**config.mk**
```make
export PLATFORM = sky130hd
export DESIGN_NAME = lcd_write_arbiter
export DESIGN_NICKNAME = d
export VERILOG_FILES = /design/src/rtl/lcd_arb_pkg.sv /design/src/rtl/rr_pick.sv /design/src/rtl/lcd_write_arbiter.sv
export SDC_FILE = /design/constraint.sdc
export NUM_CORES = 1
export LEC_CHECK = 0
export CAP_MARGIN = 20
export CORE_UTILIZATION = 39
export DETAILED_ROUTE_END_ITERATION = 8
export HOLD_SLACK_MARGIN = 0.15
export PLACE_DENSITY = 0.81
export SKIP_LAST_GASP = 1
export SLEW_MARGIN = 10
export SYNTH_ARGS = -nofsm -noshare
export SYNTH_HDL_FRONTEND = slang
export SYNTH_SLANG_ARGS = --single-unit
```
**constraint.sdc**
```tcl
create_clock -name clk -period 3.07 [get_ports clk]
set_input_delay 0.307 -clock clk [delete_from_list [all_inputs] [get_ports clk]]
set_output_delay 0.307 -clock clk [all_outputs]
set_load 0.02 [all_outputs]
```
**src/rtl/lcd_arb_pkg.sv**
```systemverilog
`default_nettype none
// ============================================================================
// Module      : lcd_arb_pkg
// Description : Shared constants and FSM encoding for the LCD character-buffer
//               write arbiter.
// Revision    : 1.0 - initial release
// ============================================================================
package lcd_arb_pkg;

  localparam int NREQ   = 4;   // requesters sharing the buffer write port
  localparam int LW     = 3;   // length field width (beats = len + 1)
  localparam int ADDR_W = 5;   // 32 character cells, two lines of 16
  localparam int DATA_W = 8;   // one character byte per cell

  localparam logic [DATA_W-1:0] BLANK_CHAR = 8'h20;

  typedef enum logic [1:0] {
    ST_IDLE = 2'd0,
    ST_XFER = 2'd1,
    ST_DONE = 2'd2
  } state_t;

endpackage
`default_nettype wire

```
**src/rtl/rr_pick.sv**
```systemverilog
`default_nettype none
// ============================================================================
// Module      : rr_pick
// Description : Combinational round-robin picker. Returns a one-hot winner
//               starting the search just after the previous winner.
// Revision    : 1.0 - initial release
// ============================================================================
module rr_pick #(
  parameter int NREQ = 4,
  parameter int IW   = 2
) (
  input  logic [NREQ-1:0] req_i,
  input  logic [IW-1:0]   last_i,
  output logic [NREQ-1:0] win_o,
  output logic            valid_o
);

  logic [IW-1:0] w_cand;

  // Walk (last+1 .. last+NREQ) mod NREQ and grant the first active request.
  always_comb begin
    win_o   = '0;
    valid_o = 1'b0;
    w_cand  = '0;
    for (int k = 1; k <= NREQ; k++) begin
      w_cand = IW'((int'(last_i) + k) % NREQ);
      if (!valid_o && req_i[w_cand]) begin
        win_o[w_cand] = 1'b1;
        valid_o       = 1'b1;
      end
    end
  end

endmodule
`default_nettype wire

```
**src/rtl/lcd_write_arbiter.sv**
```systemverilog
`default_nettype none
// ============================================================================
// Module      : lcd_write_arbiter
// Description : Round-robin arbiter granting multi-beat write bursts from
//               several requesters onto a single LCD character-buffer port.
// Revision    : 1.0 - initial release
// ============================================================================
import lcd_arb_pkg::*;

module lcd_write_arbiter #(
  parameter int NREQ = lcd_arb_pkg::NREQ,
  parameter int LW   = lcd_arb_pkg::LW
) (
  input  logic                 clk,
  input  logic                 rst,
  input  logic [NREQ-1:0]      req_i,
  input  logic [NREQ*5-1:0]    addr_i,
  input  logic [NREQ*LW-1:0]   len_i,
  input  logic [NREQ*8-1:0]    data_i,
  output logic [NREQ-1:0]      gnt_o,
  output logic [LW-1:0]        beat_o,
  output logic [NREQ-1:0]      done_o,
  output logic                 w_o,
  output logic [4:0]           wadd_o,
  output logic [7:0]           din_o
);

  localparam int IW = (NREQ > 1) ? $clog2(NREQ) : 1;

  state_t              state_q;
  logic [NREQ-1:0]     gnt_q;
  logic [LW-1:0]       beat_q;
  logic [NREQ-1:0]     done_q;
  logic                w_q;
  logic [ADDR_W-1:0]   wadd_q;
  logic [DATA_W-1:0]   din_q;
  logic [IW-1:0]       last_q;   // previous winner, rotates priority
  logic [IW-1:0]       win_q;    // winner of the transfer in flight
  logic [ADDR_W-1:0]   base_q;   // latched start address
  logic [LW-1:0]       lastb_q;  // latched final beat index

  logic [NREQ-1:0]     w_pick_oh;
  logic                w_pick_vld;
  logic [IW-1:0]       w_pick_idx;
  logic [ADDR_W-1:0]   w_addr_sel;
  logic [LW-1:0]       w_len_sel;
  logic [DATA_W-1:0]   w_data_sel;

  rr_pick #(
    .NREQ (NREQ),
    .IW   (IW)
  ) u_pick (
    .req_i   (req_i),
    .last_i  (last_q),
    .win_o   (w_pick_oh),
    .valid_o (w_pick_vld)
  );

  // Steer the picked requester's addr/len and the granted requester's data byte.
  always_comb begin
    w_pick_idx = '0;
    w_addr_sel = '0;
    w_len_sel  = '0;
    w_data_sel = '0;
    for (int i = 0; i < NREQ; i++) begin
      if (w_pick_oh[i]) begin
        w_pick_idx = IW'(i);
        w_addr_sel = addr_i[i*ADDR_W +: ADDR_W];
        w_len_sel  = len_i[i*LW +: LW];
      end
      if (gnt_q[i]) begin
        w_data_sel = data_i[i*DATA_W +: DATA_W];
      end
    end
  end

  // Arbitration / burst FSM; every output is registered here.
  always_ff @(posedge clk) begin
    if (rst) begin
      state_q <= ST_IDLE;
      gnt_q   <= '0;
      beat_q  <= '0;
      done_q  <= '0;
      w_q     <= 1'b0;
      wadd_q  <= '0;
      din_q   <= BLANK_CHAR;
      last_q  <= IW'(NREQ - 1);
      win_q   <= '0;
      base_q  <= '0;
      lastb_q <= '0;
    end else begin
      done_q <= '0;
      case (state_q)
        ST_IDLE: begin
          w_q <= 1'b0;
          if (w_pick_vld) begin
            state_q <= ST_XFER;
            gnt_q   <= w_pick_oh;
            win_q   <= w_pick_idx;
            base_q  <= w_addr_sel;
            lastb_q <= w_len_sel;
            beat_q  <= '0;
          end
        end
        ST_XFER: begin
          // The write lags the grant beat by one cycle; address wraps mod 32.
          w_q    <= 1'b1;
          wadd_q <= base_q + ADDR_W'(beat_q);
          din_q  <= w_data_sel;
          if (beat_q == lastb_q) begin
            state_q <= ST_DONE;
            gnt_q   <= '0;
            done_q  <= gnt_q;
            beat_q  <= '0;
          end else begin
            beat_q <= beat_q + 1'b1;
          end
        end
        ST_DONE: begin
          w_q     <= 1'b0;
          last_q  <= win_q;
          state_q <= ST_IDLE;
        end
        default: begin
          state_q <= ST_IDLE;
          gnt_q   <= '0;
          w_q     <= 1'b0;
        end
      endcase
    end
  end

  assign gnt_o  = gnt_q;
  assign beat_o = beat_q;
  assign done_o = done_q;
  assign w_o    = w_q;
  assign wadd_o = wadd_q;
  assign din_o  = din_q;

endmodule
`default_nettype wire
```
==> summary.md, run 1 <==
| Metric | Value |
|---|---|
| Xor and xnor area share after synthesis | 2.24% |
| Height of the chip | 79.5 um |
| Most common library cell in the layout ignoring fill and taps | clkdlybuf4s50_1 |
| 1st-pass router iterations | 4 |
| Antenna violations before repair | 0 |
| Final estimated routing congestion in global placement | 0.840 |
| Post-detailed-route wirelength per cell | 14.2 um |
| Fill cells | 522 |
| Hold worst-path end | wadd_o[2] |
| Required time of the worst setup path | 3.29 ns |
| Critical path's slowest cell | mux4_2 |
| Net count reported at finish | 464 |
| Maximum net fanout on the critical path | 9 |
| Highest-count cells in the layout ignoring fill and taps | clkdlybuf4s50_1 (94), dfxtp_1 (39), nand2_1 (36) |
| Antenna-violating nets left | 0 |
| Worst Skew | 0.00907 ns |
| Root Buffer Master | clkbuf_8 |
| GRT Util Overall | 21.1% |
| Startpoint types | flop |
| Total of flip-flops plus latches after synthesis | 39 |
| Count of buffers from port buffering | 94 |
| Number of inserted diodes | 0 |
| Clock Path Buffers | 2 |
| Total negative slack for setup checks | 0 ns |
| Class of the worst hold path | reg2reg |
| Final Hold Fails | 0 |
| Type of element capturing the critical path | flop |
| Buffers & Inverters on Critical Path | 1 |
| Area of combinational cells with multiple inputs | 1470 um2 |
| Clk slew on worst S/H paths | 0.08 ns |
| Total of hold buffers inserted after clock tree synthesis | 0 |
| Vias post-DR | 2,411 |
| Final Hold Slack | 0.455 ns |
| Setup-violating endpoint count in the final report | 0 |
| Total area of sequential cells | 781 um2 |
| Global route total overflow | 0 |
| Die width | 79.5 um |
| Worst min-delay path startpoint | wadd_o[2] |
| Post-place setup slack | -0.0106 ns |
| Maximum number of pins on one net before global-route repair | 29 |
| Layout cells sized above 1 | 6.02% |
| Count of maximum capacitance violations | 0 |
| Share of cell area taken by muxes after synthesis | 5.61% |
| TritonCTS clock tree | done |
| Syn-to-layout area delta | 47.5% |
| Total of warnings raised by yosys | 0 |
| Mean instance size in the synthesized netlist | 8.10 um2 |
| R2R cell count | 9 |
| Area of the die | 6320 um2 |
| Number of DRC markers after the initial detailed-route iteration | 107 |
| Placed wire-length estimate | 4980 um |
| Critical path type | reg2reg |
| Number of ports placed on the die boundary | 95 |
| Number of global-route vias before repair | 2,325 |
| TritonCTS buffer count | 5 |
| Wire length of the first global-routing pass | 10,500 um |
| Netlist cell types | 42 |
| Standard-cell row count | 27 |
| Core outline area | 5640 um2 |
| Time the final worst path needs with I/O delays and setup | 2.85 ns |
| Maximum level of the CTS H-tree | 2 |
| Fmax achieved | 351 MHz |
| Via-to-Cell Ratio | 5.31 |
| Largest stage delay on the critical path | 0.44 ns |
| Combinational family with the most area after synthesis | compound AO/OA/AOI/OAI gates |
| Final Max Tran Viols | 0 |
| Wire length after detailed routing | 6440 um |
| Share of the synthesized area in compound gates (AO/OA/AOI/OAI) | 27.7% |
| Setup repair after global routing missed its margin | false |
| R2R Path End | base_q[1] |
| Crit-path cells | inv_1 -> ha_1 -> mux4_2 -> a31o_1 -> a221o_1 -> a22o_1 -> or2_1 -> o31a_1 -> o21ai_0 |
| Area fraction in and, or, nand and nor cells after synthesis | 19.8% |
| Post-synthesis sequential area ratio | 33.4% |
| Outcome | completed |
| Worst slew margin relative to its limit | 45.0% |
| Tightest Pin Transition | 0.819 ns |
| TritonCTS sink count | 39 |
| Overall power consumption | 2.63 mW |
| Endpoint arrival time on the critical path | 3.07 ns |
| Gate Count Post-Synth | 289 |
| Share of synthesized registers carrying an async set or reset | 0% |
| Clk Latency, worst-skew pair | 0.29 ns |
| Remaining design rule violation count | 0 |
| Netlist Area Pre-Place | 2340 um2 |
| Final Cycle Share | 92.9% |
| Starting density of the core | 41.5% |
| Standby leakage power | 1.29 nW |
| Kind of cell with the highest combined delay on the critical path | compound AO/OA/AOI/OAI gates |
| Number of flops mapped to enable cells by yosys | 0 |
| Worst r2r src | last_q[0] |
| Areal power density over the cells | 761 nW/um2 |
| VDD IR max | 328 uV |
| Share of synthesized cell area in full adder, half adder and majority cells | 7.27% |
| Nets in the synthesized netlist | 372 |
| Hold Path Cell Cnt | 2 |
| Final worst-path setup slack | 0.218 ns |
| Predominant post-synthesis flop cell | dfxtp_1 |
| Reg2reg setup slack | 0.22 ns |
==> layout make-up <==
| type | instances | area share, % |
|---|---|---|
| inverters | 6 | 0.652 |
| flip-flops and latches | 39 | 22.6 |
| multi-input cells | 227 | 42.6 |
| clock buffers | 5 | 1.99 |
| clock inverters | 3 | 0.580 |
| repair buffers | 102 | 29.0 |
| well taps | 72 | 2.61 |
==> per-stage QoR <==
stage          cells  cell area (um2)  utilization (%)
6_report         454             3450             61.2
3_5_place_dp     446             3360             59.5
5_1_grt          454             3450             61.2
3_3_place_gp     446             3360             59.5
2_1_floorplan    289             2340                -
4_1_cts          454             3450             61.1
==> logic make-up (layout without fill, tap and decap cells) <==
kind of cell / after synthesis / count (layout)
simple gates: 102 / 102
compound gates: 98 / 98
flops: 39 / 39
buf+inv: 23 / 116
fa+ha+maj: 13 / 13
mux: 8 / 8
xor+xnor: 6 / 6
==> how the worst max path moves through the flow <==
stage | from | endpoint | slack, ns | depth (start not counted)
finish | last_q[0] | base_q[1] | 0.22 | 9
global route | last_q[1] | base_q[1] | 0.02 | 9
CTS | last_q[0] | base_q[4] | 0.12 | 9
detailed placement | req_i[2] | base_q[4] | -0.01 | 8
global placement | req_i[2] | lastb_q[0] | 0.07 | 8
floorplan | last_q[0] | base_q[0] | 0.21 | 11
==> repair_timing <==
action,CTS,global route
gates resized for setup,0,3
setup endpoints to repair,0,9
buffers inserted,0,0
==> tightest hold or removal path: stages (launching register included) <==
cell	delay, ns
dfxtp_1	0.32
nand2_1	0.05
a21oi_1	0.05
==> flip-flops by register name, indices dropped and copies added (netlist names) <==
| name | cells |
|---|---|
| base_q | 5 |
| beat_o | 3 |
| din_o | 8 |
| done_o | 4 |
| gnt_o | 4 |
| last_q | 2 |
| lastb_q | 3 |
| state_q | 2 |
| w_o | 1 |
| wadd_o | 5 |
| win_q | 2 |
==> cell usage after synthesis (2+ instances only) <==
master | number | area share [%]
nand2b_1 | 7 | 1.9
a22o_1 | 2 | 0.75
a211oi_1 | 2 | 0.64
ha_1 | 12 | 6.4
mux2i_1 | 3 | 1.3
buf_2 | 4 | 0.86
a21o_1 | 2 | 0.64
and2_1 | 4 | 1.1
a211o_1 | 2 | 0.75
nand2_1 | 36 | 5.8
xnor2_1 | 5 | 1.9
inv_1 | 6 | 0.96
o31a_1 | 8 | 3.0
a21oi_1 | 17 | 3.6
a22oi_1 | 13 | 4.2
nor2b_1 | 8 | 2.1
o22ai_1 | 2 | 0.53
a221oi_1 | 8 | 3.0
o211ai_1 | 8 | 2.6
o21ai_0 | 28 | 6.0
clkbuf_1 | 11 | 1.8
mux4_2 | 4 | 3.8
nor3_1 | 6 | 1.3
nor2_1 | 35 | 5.6
dfxtp_1 | 39 | 33
==> power breakdown <==
group	internal (mW)	total [mW]	switching, mW
clock network	0.158	0.345	0.187
registers	0.673	0.807	0.134
logic	0.664	1.47	0.810
total	1.49	2.63	1.13
==> layer usage <==
| layer | up-vias | global-route usage (%) | wire (um) | share of wire (%) |
|---|---|---|---|---|
| met2 | 92 | 36.5 | 2920 | 45 |
| li1 | 1230 | - | - | - |
| met3 | 6 | 5.14 | 597 | 9.3 |
| met4 | 0 | 5.45 | 64 | 0.99 |
| met1 | 1083 | 25.9 | 2860 | 44 |
| met5 | - | 0 | 0 | 0 |
No activity file was read; power rests on OpenSTA's default activity.
==> run 2, diff against run 1 <==
- SLEW_MARGIN: 10 -> 15
==> results of run 2 <==
Same layout as run 1: the final DEF is identical, and so are final timing and power.
